<file path="src/rtl/nibble_add_pkg.sv">
// Shared types for the nibble-serial adder.
// Nibble width and sequencer state encoding.
package nibble_add_pkg;
  localparam int NIBBLE_W = 4;

  typedef enum logic [1:0] {
    IDLE,
    RUN,
    DONE
  } state_t;
endpackage

</file>
<file path="src/rtl/ripple_carry.sv">
// 4-bit ripple-carry adder slice.
// Purely combinational; carry chains bit 0 to bit 3.
import nibble_add_pkg::*;

module ripple_carry (
  input  logic [NIBBLE_W-1:0] a,
  input  logic [NIBBLE_W-1:0] b,
  input  logic                cin,
  output logic [NIBBLE_W-1:0] sum,
  output logic                cout
);
  logic [NIBBLE_W:0] c;

  always_comb begin
    c    = '0;
    sum  = '0;
    c[0] = cin;
    for (int i = 0; i < NIBBLE_W; i++) begin
      sum[i]   = a[i] ^ b[i] ^ c[i];
      c[i+1]   = (a[i] & b[i]) | (c[i] & (a[i] ^ b[i]));
    end
    cout = c[NIBBLE_W];
  end
endmodule

</file>
<file path="src/rtl/nibble_serial_adder.sv">
// Multi-precision add/sub sequencer: one nibble per cycle, LSB first,
// through a single ripple_carry slice, valid/ready on both sides.
import nibble_add_pkg::*;

module nibble_serial_adder #(
  parameter int WIDTH = 16
) (
  input  logic             clk,
  input  logic             rst_n,
  input  logic             in_valid,
  output logic             in_ready,
  input  logic [WIDTH-1:0] a,
  input  logic [WIDTH-1:0] b,
  input  logic             cin,
  input  logic             sub,
  output logic             out_valid,
  input  logic             out_ready,
  output logic [WIDTH-1:0] sum,
  output logic             cout,
  output logic             overflow
);
  localparam int NIBBLES = WIDTH / NIBBLE_W;
  localparam int IDX_W   = $clog2(NIBBLES);
  localparam logic [IDX_W-1:0] LAST = IDX_W'(NIBBLES - 1);

  state_t            state;
  logic [IDX_W-1:0]  idx;
  logic [WIDTH-1:0]  a_q;
  logic [WIDTH-1:0]  b_q;
  logic              carry;

  logic [NIBBLE_W-1:0] a_nib;
  logic [NIBBLE_W-1:0] b_nib;
  logic [NIBBLE_W-1:0] s_nib;
  logic                c_nib;

  assign in_ready = (state == IDLE);
  assign a_nib    = a_q[idx*NIBBLE_W +: NIBBLE_W];
  assign b_nib    = b_q[idx*NIBBLE_W +: NIBBLE_W];

  ripple_carry u_slice (
    .a    (a_nib),
    .b    (b_nib),
    .cin  (carry),
    .sum  (s_nib),
    .cout (c_nib)
  );

  always_ff @(posedge clk or negedge rst_n) begin
    if (!rst_n) begin
      state     <= IDLE;
      idx       <= '0;
      a_q       <= '0;
      b_q       <= '0;
      carry     <= 1'b0;
      sum       <= '0;
      cout      <= 1'b0;
      overflow  <= 1'b0;
      out_valid <= 1'b0;
    end else begin
      unique case (state)
        IDLE: begin
          if (in_valid) begin
            a_q   <= a;
            b_q   <= sub ? ~b : b;
            carry <= sub ? 1'b1 : cin;
            idx   <= '0;
            state <= RUN;
          end
        end
        RUN: begin
          sum[idx*NIBBLE_W +: NIBBLE_W] <= s_nib;
          carry <= c_nib;
          if (idx == LAST) begin
            // MSB of the result is the top bit of this final nibble
            overflow  <= (a_q[WIDTH-1] == b_q[WIDTH-1]) &&
                         (s_nib[NIBBLE_W-1] != a_q[WIDTH-1]);
            cout      <= c_nib;
            out_valid <= 1'b1;
            idx       <= '0;
            state     <= DONE;
          end else begin
            idx <= idx + 1'b1;
          end
        end
        DONE: begin
          if (out_ready) begin
            out_valid <= 1'b0;
            state     <= IDLE;
          end
        end
        default: state <= IDLE;
      endcase
    end
  end
endmodule

</file>
<file path="config.mk">
export PLATFORM = sky130hd
export DESIGN_NAME = nibble_serial_adder
export DESIGN_NICKNAME = d
export VERILOG_FILES = /design/src/rtl/nibble_add_pkg.sv /design/src/rtl/ripple_carry.sv /design/src/rtl/nibble_serial_adder.sv
export SDC_FILE = /design/constraint.sdc
export NUM_CORES = 1
export LEC_CHECK = 0
export CORE_ASPECT_RATIO = 0.8
export CORE_MARGIN = 4
export CORE_UTILIZATION = 55
export DETAILED_ROUTE_END_ITERATION = 6
export PLACE_DENSITY = 0.89
export SLEW_MARGIN = 20
export SYNTH_ARGS = -nofsm -noshare
export SYNTH_HDL_FRONTEND = slang
export SYNTH_HIERARCHICAL = 1
export SYNTH_SLANG_ARGS = --single-unit
</file>
<file path="constraint.sdc">
create_clock -name clk -period 5.2 [get_ports clk]
set_input_delay 0.78 -clock clk [delete_from_list [all_inputs] [get_ports clk]]
set_output_delay 0.78 -clock clk [all_outputs]
set_load 0.1 [all_outputs]
</file>
======== Yosys cells after proc, flatten, opt, wreduce, memory -nomap -nowiden ========
Cells that the tools add are included.
word-level totals
  output and inout port bits .............. 20
  word-level logic and storage cells ...... 68
  input bits .............................. 38
  register bits after elaboration ......... 56
cells by class
  shift operators ......................... 4
  multiplexer cells ....................... 15
  equality and inequality tests ........... 8
  add/sub/neg operators ................... 2
  reductions and logical operators ........ 9
  bitwise gates (word level) .............. 21
operators with widths
  kind                       number
  $neg A4 Y34                1
  $shift A4 B34 Y16 const A  1
  $shiftx A4 B34 Y16         1
  $shiftx A16 B5 Y4          2
  $bwmux W16                 1
  $mux W16                   1
  $not A16 Y16               1
  $mux W2                    5
  $and A1 B1 Y1              8
  $xor A1 B1 Y1              8
  $ne A2 B2 Y1 const B       3
  $pmux W2 S3                1
  $reduce_and A2 Y1          3
  $reduce_and A3 Y1          2
  $eq A2 B2 Y1 const B       2
  $mux W1                    4
  $or A1 B1 Y1               4
  $pmux W1 S2                2
  $pmux W2 S2                1
  $reduce_bool A2 Y1         2
  $add A2 B1 Y2 const B      1
  $eq A2 B1 Y1 const B       1
  $logic_not A2 Y1           1
  $eq A1 B1 Y1               1
  other kinds (2)            2

======== Logic depth before layout (Yosys ltp) ========
Gate-level depths: netlist (run 1).
  word-level depth ........................ 11
  depth in mapped cells ................... 13
  mapped depth without buffers ............ 12

======== Modules after synthesis ========
The synthesis (run 1) kept the hierarchy.
modules (own cells, without submodules)
  module               area an instance (um^2)  seq. area each (um^2)  cells an instance  times used
  nibble_serial_adder  2627.5                   1401.3                 199                1
  ripple_carry         117.6                    0.0                    14                 1

======== Worst setup path after synthesis (run 1) ========
OpenSTA, ideal clock, no wires.
  kind .................................... reg2reg
  start point ............................. register idx[0]
  end point ............................... register overflow
  data arrival time ....................... 3.196 ns
  path buffers ............................ 1
  path slack .............................. 1.878 ns
  library setup time ...................... 0.126 ns
  cell stages (with the launch flop) ...... 13
  data required time ...................... 5.074 ns
  clock period less this slack ............ 3.322 ns
  cells stage by stage .................... dfrtp_1 > buf_2 > mux4_2 > fa_1 > inv_1 > fa_1 > inv_1 > fa_1 > inv_1 > fa_1 > inv_1 > o22ai_1 > mux2_2
on the way
  longest elaborated chain between the ends .. 11
  elaborated cells between the ends (all ways) .. 20
  those cells by class .................... 2 x eq/ne; 2 x shift; 14 x bitwise; 2 x reduce/logical
RTL lines
  what                    RTL line                   text
  from (decl)             nibble_serial_adder.sv:27  logic [IDX_W-1:0] idx;
  from (signal assigned)  nibble_serial_adder.sv:83  idx <= idx + 1'b1;
  $shiftx A16 B5 Y4 *     nibble_serial_adder.sv:38  assign a_nib = a_q[idx*NIBBLE_W +: NIBBLE_W];
  named net a_nib[0]      nibble_serial_adder.sv:32  logic [NIBBLE_W-1:0] a_nib;
  $xor A1 B1 Y1           ripple_carry.sv:20         c[i+1] = (a[i] & b[i]) | (c[i] & (a[i] ^ b[i]));
  $and A1 B1 Y1           ripple_carry.sv:20
  $or A1 B1 Y1 *          ripple_carry.sv:20
  $and A1 B1 Y1 *         ripple_carry.sv:20
  $or A1 B1 Y1 *          ripple_carry.sv:20
  $and A1 B1 Y1 *         ripple_carry.sv:20
  $or A1 B1 Y1 *          ripple_carry.sv:20
  $xor A1 B1 Y1 *         ripple_carry.sv:19         sum[i] = a[i] ^ b[i] ^ c[i];
  named net s_nib[3]      nibble_serial_adder.sv:34  logic [NIBBLE_W-1:0] s_nib;
  $ne A1 B1 Y1 *          nibble_serial_adder.sv:77  (s_nib[NIBBLE_W-1] != a_q[WIDTH-1]);
  $logic_and A1 B1 Y1 *   nibble_serial_adder.sv:76  overflow <= (a_q[WIDTH-1] == b_q[WIDTH-1]) &&
  to (signal assigned)    nibble_serial_adder.sv:76
  to (decl)               nibble_serial_adder.sv:20  output logic overflow
Mark *: on every way through the listed nets, which the timed path passes. The rest lies on a longest branch.
A chain may end at the register's enable or synchronous reset.

======== Final worst setup path (run 1) ========
Ends and elaborated chain as after synthesis.

==> results of run 1 <==
## placed cells by master, fill, tap and decap left out, drive strengths merged
master,synthesis,final
dfrtp,56,56
clkdlybuf4s50,0,56
nor2,21,21
a21oi,18,18
mux2,18,18
xnor2,16,16
a22o,16,16
inv,13,13
mux4,8,8
nand2,6,6
ha,6,6
clkbuf,1,6
fa,4,4
nor4b,4,4
nand3b,3,3
o31ai,3,3
buf,10,3
nand2b,2,2
nor3b,1,1
nor2b,1,1
o21bai,1,1
or3b,1,1
or3,1,1
o22ai,1,1
nor3,1,1
a211oi,1,1
bufinv,0,1
clkinv,0,1
## logic make-up after synthesis
| group | Yosys count | share of synthesized area (%) |
|---|---|---|
| flops | 56 | 51.05 |
| fa+ha+maj | 10 | 5.652 |
| xor+xnor | 16 | 5.105 |
| simple gates | 41 | 9.389 |
| compound gates | 40 | 10.16 |
| mux | 26 | 13.95 |
| buf+inv | 24 | 4.694 |
## Yosys cell counts
cell | instances | share of area, %
ha_1 | 6 | 2.7
buf_4 | 3 | 0.82
nor2b_1 | 1 | 0.23
a21oi_1 | 18 | 3.3
nor4b_2 | 3 | 1.6
clkbuf_1 | 1 | 0.14
or3b_1 | 1 | 0.32
xnor2_1 | 16 | 5.1
dfrtp_1 | 56 | 51
mux2_2 | 18 | 7.4
buf_2 | 4 | 0.73
nand3b_1 | 3 | 0.82
buf_6 | 3 | 1.2
nor3b_4 | 1 | 0.68
inv_1 | 13 | 1.8
nor4b_4 | 1 | 0.87
nand2_1 | 6 | 0.82
fa_1 | 4 | 2.9
a211oi_2 | 1 | 0.46
nor2_1 | 21 | 2.9
nand2b_4 | 1 | 0.50
mux4_2 | 8 | 6.6
or3_1 | 1 | 0.23
o21bai_1 | 1 | 0.27
o31ai_1 | 3 | 0.82
nor3_1 | 1 | 0.18
o22ai_1 | 1 | 0.23
a22o_1 | 16 | 5.1
nand2b_1 | 1 | 0.23
## layer usage
metal | vias up | wire length [um]
li1 | 852 | -
met1 | 934 | 2387
met2 | 57 | 2765
met3 | 7 | 317
met4 | 0 | 48
met5 | - | 0
## final timing paths
check | to | slack, ns | cells past startpoint | from
setup reg to reg | overflow | 1.53 | 11 | idx[0]
min in group asynchronous | sum[8] | 0.59 | 2 | rst_n
setup / recovery | overflow | 1.53 | 11 | idx[0]
hold reg to reg | sum[14] | 0.51 | 1 | sum[14]
hold / removal | sum[14] | 0.51 | 1 | sum[14]
max in group asynchronous | a_q[1] | 4.16 | 2 | rst_n
## registers in the layout, indices dropped and copies added (netlist names)
name	count
idx	2
out_valid	1
overflow	1
state	2
b_q	16
a_q	16
cout	1
carry	1
sum	16
## area by class of cell
type / instances / area (sq um)
repair buffers: 59 / 580.6
well taps: 60 / 75.07
flip-flops and latches: 56 / 1401
clock inverters: 2 / 38.79
fillers: 335 / 1265
inverters: 13 / 48.80
multi-input cells: 133 / 1215
clock buffers: 6 / 82.58
## stage by stage
step / std cells / hold WS (ns) / util (%) / worst slack, ns / area, sq um
floorplan: 213 / 0.4751 / - / 1.878 / 2745
global placement: 321 / 0.4894 / 70.55 / 1.636 / 3321
detailed placement: 321 / 0.4924 / 70.55 / 1.540 / 3321
CTS: 329 / 0.5173 / 73.13 / 1.537 / 3442
global route: 329 / 0.5212 / 73.13 / 1.307 / 3442
finish: 329 / 0.5126 / 73.13 / 1.530 / 3442
## worst reg2reg max path: stages, from the launching register on
cell and delay, ns:
dfrtp_1 0.84, mux4_2 0.62, fa_1 0.42, inv_1 0.07, fa_1 0.16, inv_1 0.05, fa_1 0.37, inv_1 0.08
fa_1 0.40, inv_1 0.18, o22ai_1 0.12, mux2_2 0.26
==> results.toml, run 1 <==
[global_route]
globalRouteMet1Util_pct = 25.80
grt_max_degree = 57
grt.busiest_layer = "met2"
grtUsageMet3_pct = 4.307
grt_pass1_vias = 1906
grt_use_total_pct = 19.45
grt_antenna_before_repair = 0
grt_first_pass_wirelength_um = 9404
grt_overflow = 0
met2_usage_pct = 32.18

[clocking]
cts_setup_buffers = 0
cts_sinks = 56
clk_pin_slew_ns = 0.11
clockBufferDepth = 2
cts_root_buffer = "clkbuf_8"
h-tree-depth = 2
hold_buffers = 0
clk_latency_ns = 0.31
post_cts_resized = 0
cts_tree = "built"
cts_buffers = 5

[setup_path]
worstSetupPathType = "flop to flop"
critPathSlowestCell = "dfrtp_1"
worstPathCellList = "mux4_2 > fa_1 > inv_1 > fa_1 > inv_1 > fa_1 > inv_1 > fa_1 > inv_1 > o22ai_1 > mux2_2"
crit_fanout = 16
cpLargestDelayFamily = "adder cells"
cp.required_ns = 5.41
cp-start-kind = "flop"
crit_buf_inv = 4
critPathCaptureType = "flop"
cp_slowest_stage_delay_ns = 0.84
critPathArrivalTime_ns = 3.88

[floorplan]
fp-row-count = 22
die_h_um = 71.19
fp.dieW_um = 86.99
coreArea_sq_um = 4707
dieArea_sq_um = 6192
start_util_pct = 58.32
ioPinCount = 58

[timing]
final-setup-viol-count = 0
final.setup.tns_ns = 0
hold_viol_final = 0
fmax_ghz = 0.2725
clock-skew-final_ns = 0.01074
max_slew.worst_pin.slew_ns = 0.9830
drv_slew = 0
period_minus_slack_ns = 3.670
rsz0062_at_grt = "false"
relSlewSlack_pct = 34.26
min_period_over_period_pct = 70.58

[status]
status = "finished clean"

[synthesis]
seq_area_frac_synth_pct = 51.05
syn_area_per_cell_sq_um = 12.89
syn_nets = 261
ys_types = 29
yosys_warnings = 6
ys_ff_latch = 56
postSynthCellCount = 213
syn-cell-area_sq_um = 2745

[drt]
firstDrtPassIters = 4
vias_per_cell = 5.623
ant_nets = 0
drt_iter0_drc = 96
routedWlPerCell_um = 16.78
drc = 0
dr_total_vias = 1850
drt_wl_total_um = 5519

[layout]
antenna_cells = 0
area_growth_pct = 25.39
layout-drive-gt1-share_pct = 16.36
fin_nets = 316

[placement]
gp_congestion = 0.8026
port_buffers = 57
dpl.hpwl_um = 4017

[job]
maxCapViolCount = 0

[min_path]
hold_path_class = "flop to flop"
Power of run 1 is not shown: default switching activity piles up to over one toggle a cycle in this logic, so the estimate is an artifact.
==> inputs of run 2 (changes only) <==
- CORE_UTILIZATION: 55 -> 51
- PLACE_DENSITY: 0.89 -> 0.84
- clock period: 5.2 -> 3.6 ns (I/O delays scaled with it)
==> run 2 against run 1 <==
Net effect: maximum frequency rose by 8.8%; critical endpoint unchanged; highest routed layer unchanged; critical path depth did not move; via count fell by 2.5%; flip-flop and latch count did not move; core utilization fell by 5.4 points.
==> results.toml, run 2 (synthesized netlist as in run 1, its figures left out) <==
[status]
status = "finished clean"

[min_path]
hold_path_class = "primary input to async pin"

[drt]
dr_total_vias = 1803
drt_iter0_drc = 108
routedWlPerCell_um = 16.63
firstDrtPassIters = 4
drc = 0
drt_wl_total_um = 5555
vias_per_cell = 5.398
ant_nets = 0

[placement]
postPlaceCellArea_sq_um = 3346
port_buffers = 57
dpl.hpwl_um = 4217
gp_congestion = 0.7745

[floorplan]
fp.dieW_um = 90.03
ioPinCount = 58
coreArea_sq_um = 5122
fp-row-count = 23
dieArea_sq_um = 6628
die_h_um = 73.62
start_util_pct = 53.59

[setup_path]
critPathArrivalTime_ns = 3.59
crit_fanout = 6
reg2regPathDepth = 11
cp-start-kind = "flop"
critPathCaptureType = "flop"
cp.required_ns = 3.82
worstSetupPathType = "flop to flop"
r2r_slack_ns = 0.23
reg2reg_from = "idx[0]"
startpoint = "idx[0]"

[timing]
relSlewSlack_pct = 32.65
rsz0062_at_grt = "false"
max_slew.worst_pin.slew_ns = 1.009
hold_viol_final = 0
final-setup-viol-count = 0
drv_slew = 0
period_minus_slack_ns = 3.373
clock-skew-final_ns = 0.004715
fmax_ghz = 0.2965
min_period_over_period_pct = 93.70
final.setup.tns_ns = 0

[global_route]
grt_first_pass_wirelength_um = 9225
grt_pass1_vias = 1915
grt_max_degree = 34
grt_antenna_before_repair = 0
grt_overflow = 0
grt_use_total_pct = 18.13

[clocking]
clockBufferDepth = 2
cts_tree = "built"
clk_pin_slew_ns = 0.10
cts_setup_buffers = 0
h-tree-depth = 2
clk_latency_ns = 0.32
cts_buffers = 5
cts_sinks = 56
hold_buffers = 0
post_cts_resized = 0
cts_root_buffer = "clkbuf_8"

[layout]
final_core_util_pct = 67.68
layout-drive-gt1-share_pct = 17.28
regArea_sq_um = 1401
fin_nets = 319
antenna_cells = 0
multiInputGateArea_sq_um = 1215
area_growth_pct = 26.30
fin_area_sq_um = 3467
mostFrequentLayoutCells = "56 x dfrtp_1, 56 x clkdlybuf4s50_1, 21 x nor2_1"
largestRegisters = "a_q: 16 flops, b_q: 16 flops, sum: 16 flops"
fillers = 399

[job]
maxCapViolCount = 0
[run 2: cell count changes in the layout (fill, tap and decap cells not counted)]
| cell | previous run | this run |
|---|---|---|
| buf_4 | 2 | 5 |
[run 2: path summary, 6_finish.rpt]
path | endpoint
worst max-delay path | overflow
worst min-delay path | sum[15]
worst max register to register | overflow
worst min register to register | a_q[12]
max in group asynchronous | b_q[2]
min in group clk | a_q[12]
[run 2: critical path: stages, from the launching register on]
cell and delay (ns):
dfrtp_1 0.54, mux4_2 0.58, fa_1 0.44, inv_1 0.08, fa_1 0.16, inv_1 0.05
fa_1 0.36, inv_1 0.08, fa_1 0.40, inv_1 0.19, o22ai_1 0.12, mux2_2 0.26
[run 2: metrics by stage]
| stage | hold slack (ns) | setup slack (ns) | instances |
|---|---|---|---|
| floorplan | 0.2444 | 0.2778 | 213 |
| global placement | 0.4874 | 0.3422 | 326 |
| detailed placement | 0.4915 | 0.2012 | 326 |
| CTS | 0.1963 | 0.2094 | 334 |
| global route | 0.2273 | 0.05893 | 334 |
| finish | 0.1961 | 0.2268 | 334 |
[run 2: final cells by class]
cell class,count,share of cell area (%)
Clock buffer,6,2.382
Timing Repair Buffer,62,17.39
Clock inverter,2,1.119
Sequential cell,56,40.42
Tap cell,62,2.237
Inverter,13,1.407
Multi-Input combinational cell,133,35.04
[run 2: per-layer routing]
| layer | GRT usage [%] | routed length (um) | up-vias |
|---|---|---|---|
| met1 | 22.02 | 2481 | 893 |
| met5 | 0 | 0 | - |
| li1 | - | - | 859 |
| met4 | 6.282 | 62 | 0 |
| met3 | 6.858 | 370 | 4 |
| met2 | 30.22 | 2641 | 47 |
Power of run 2 is left out for the same reason.
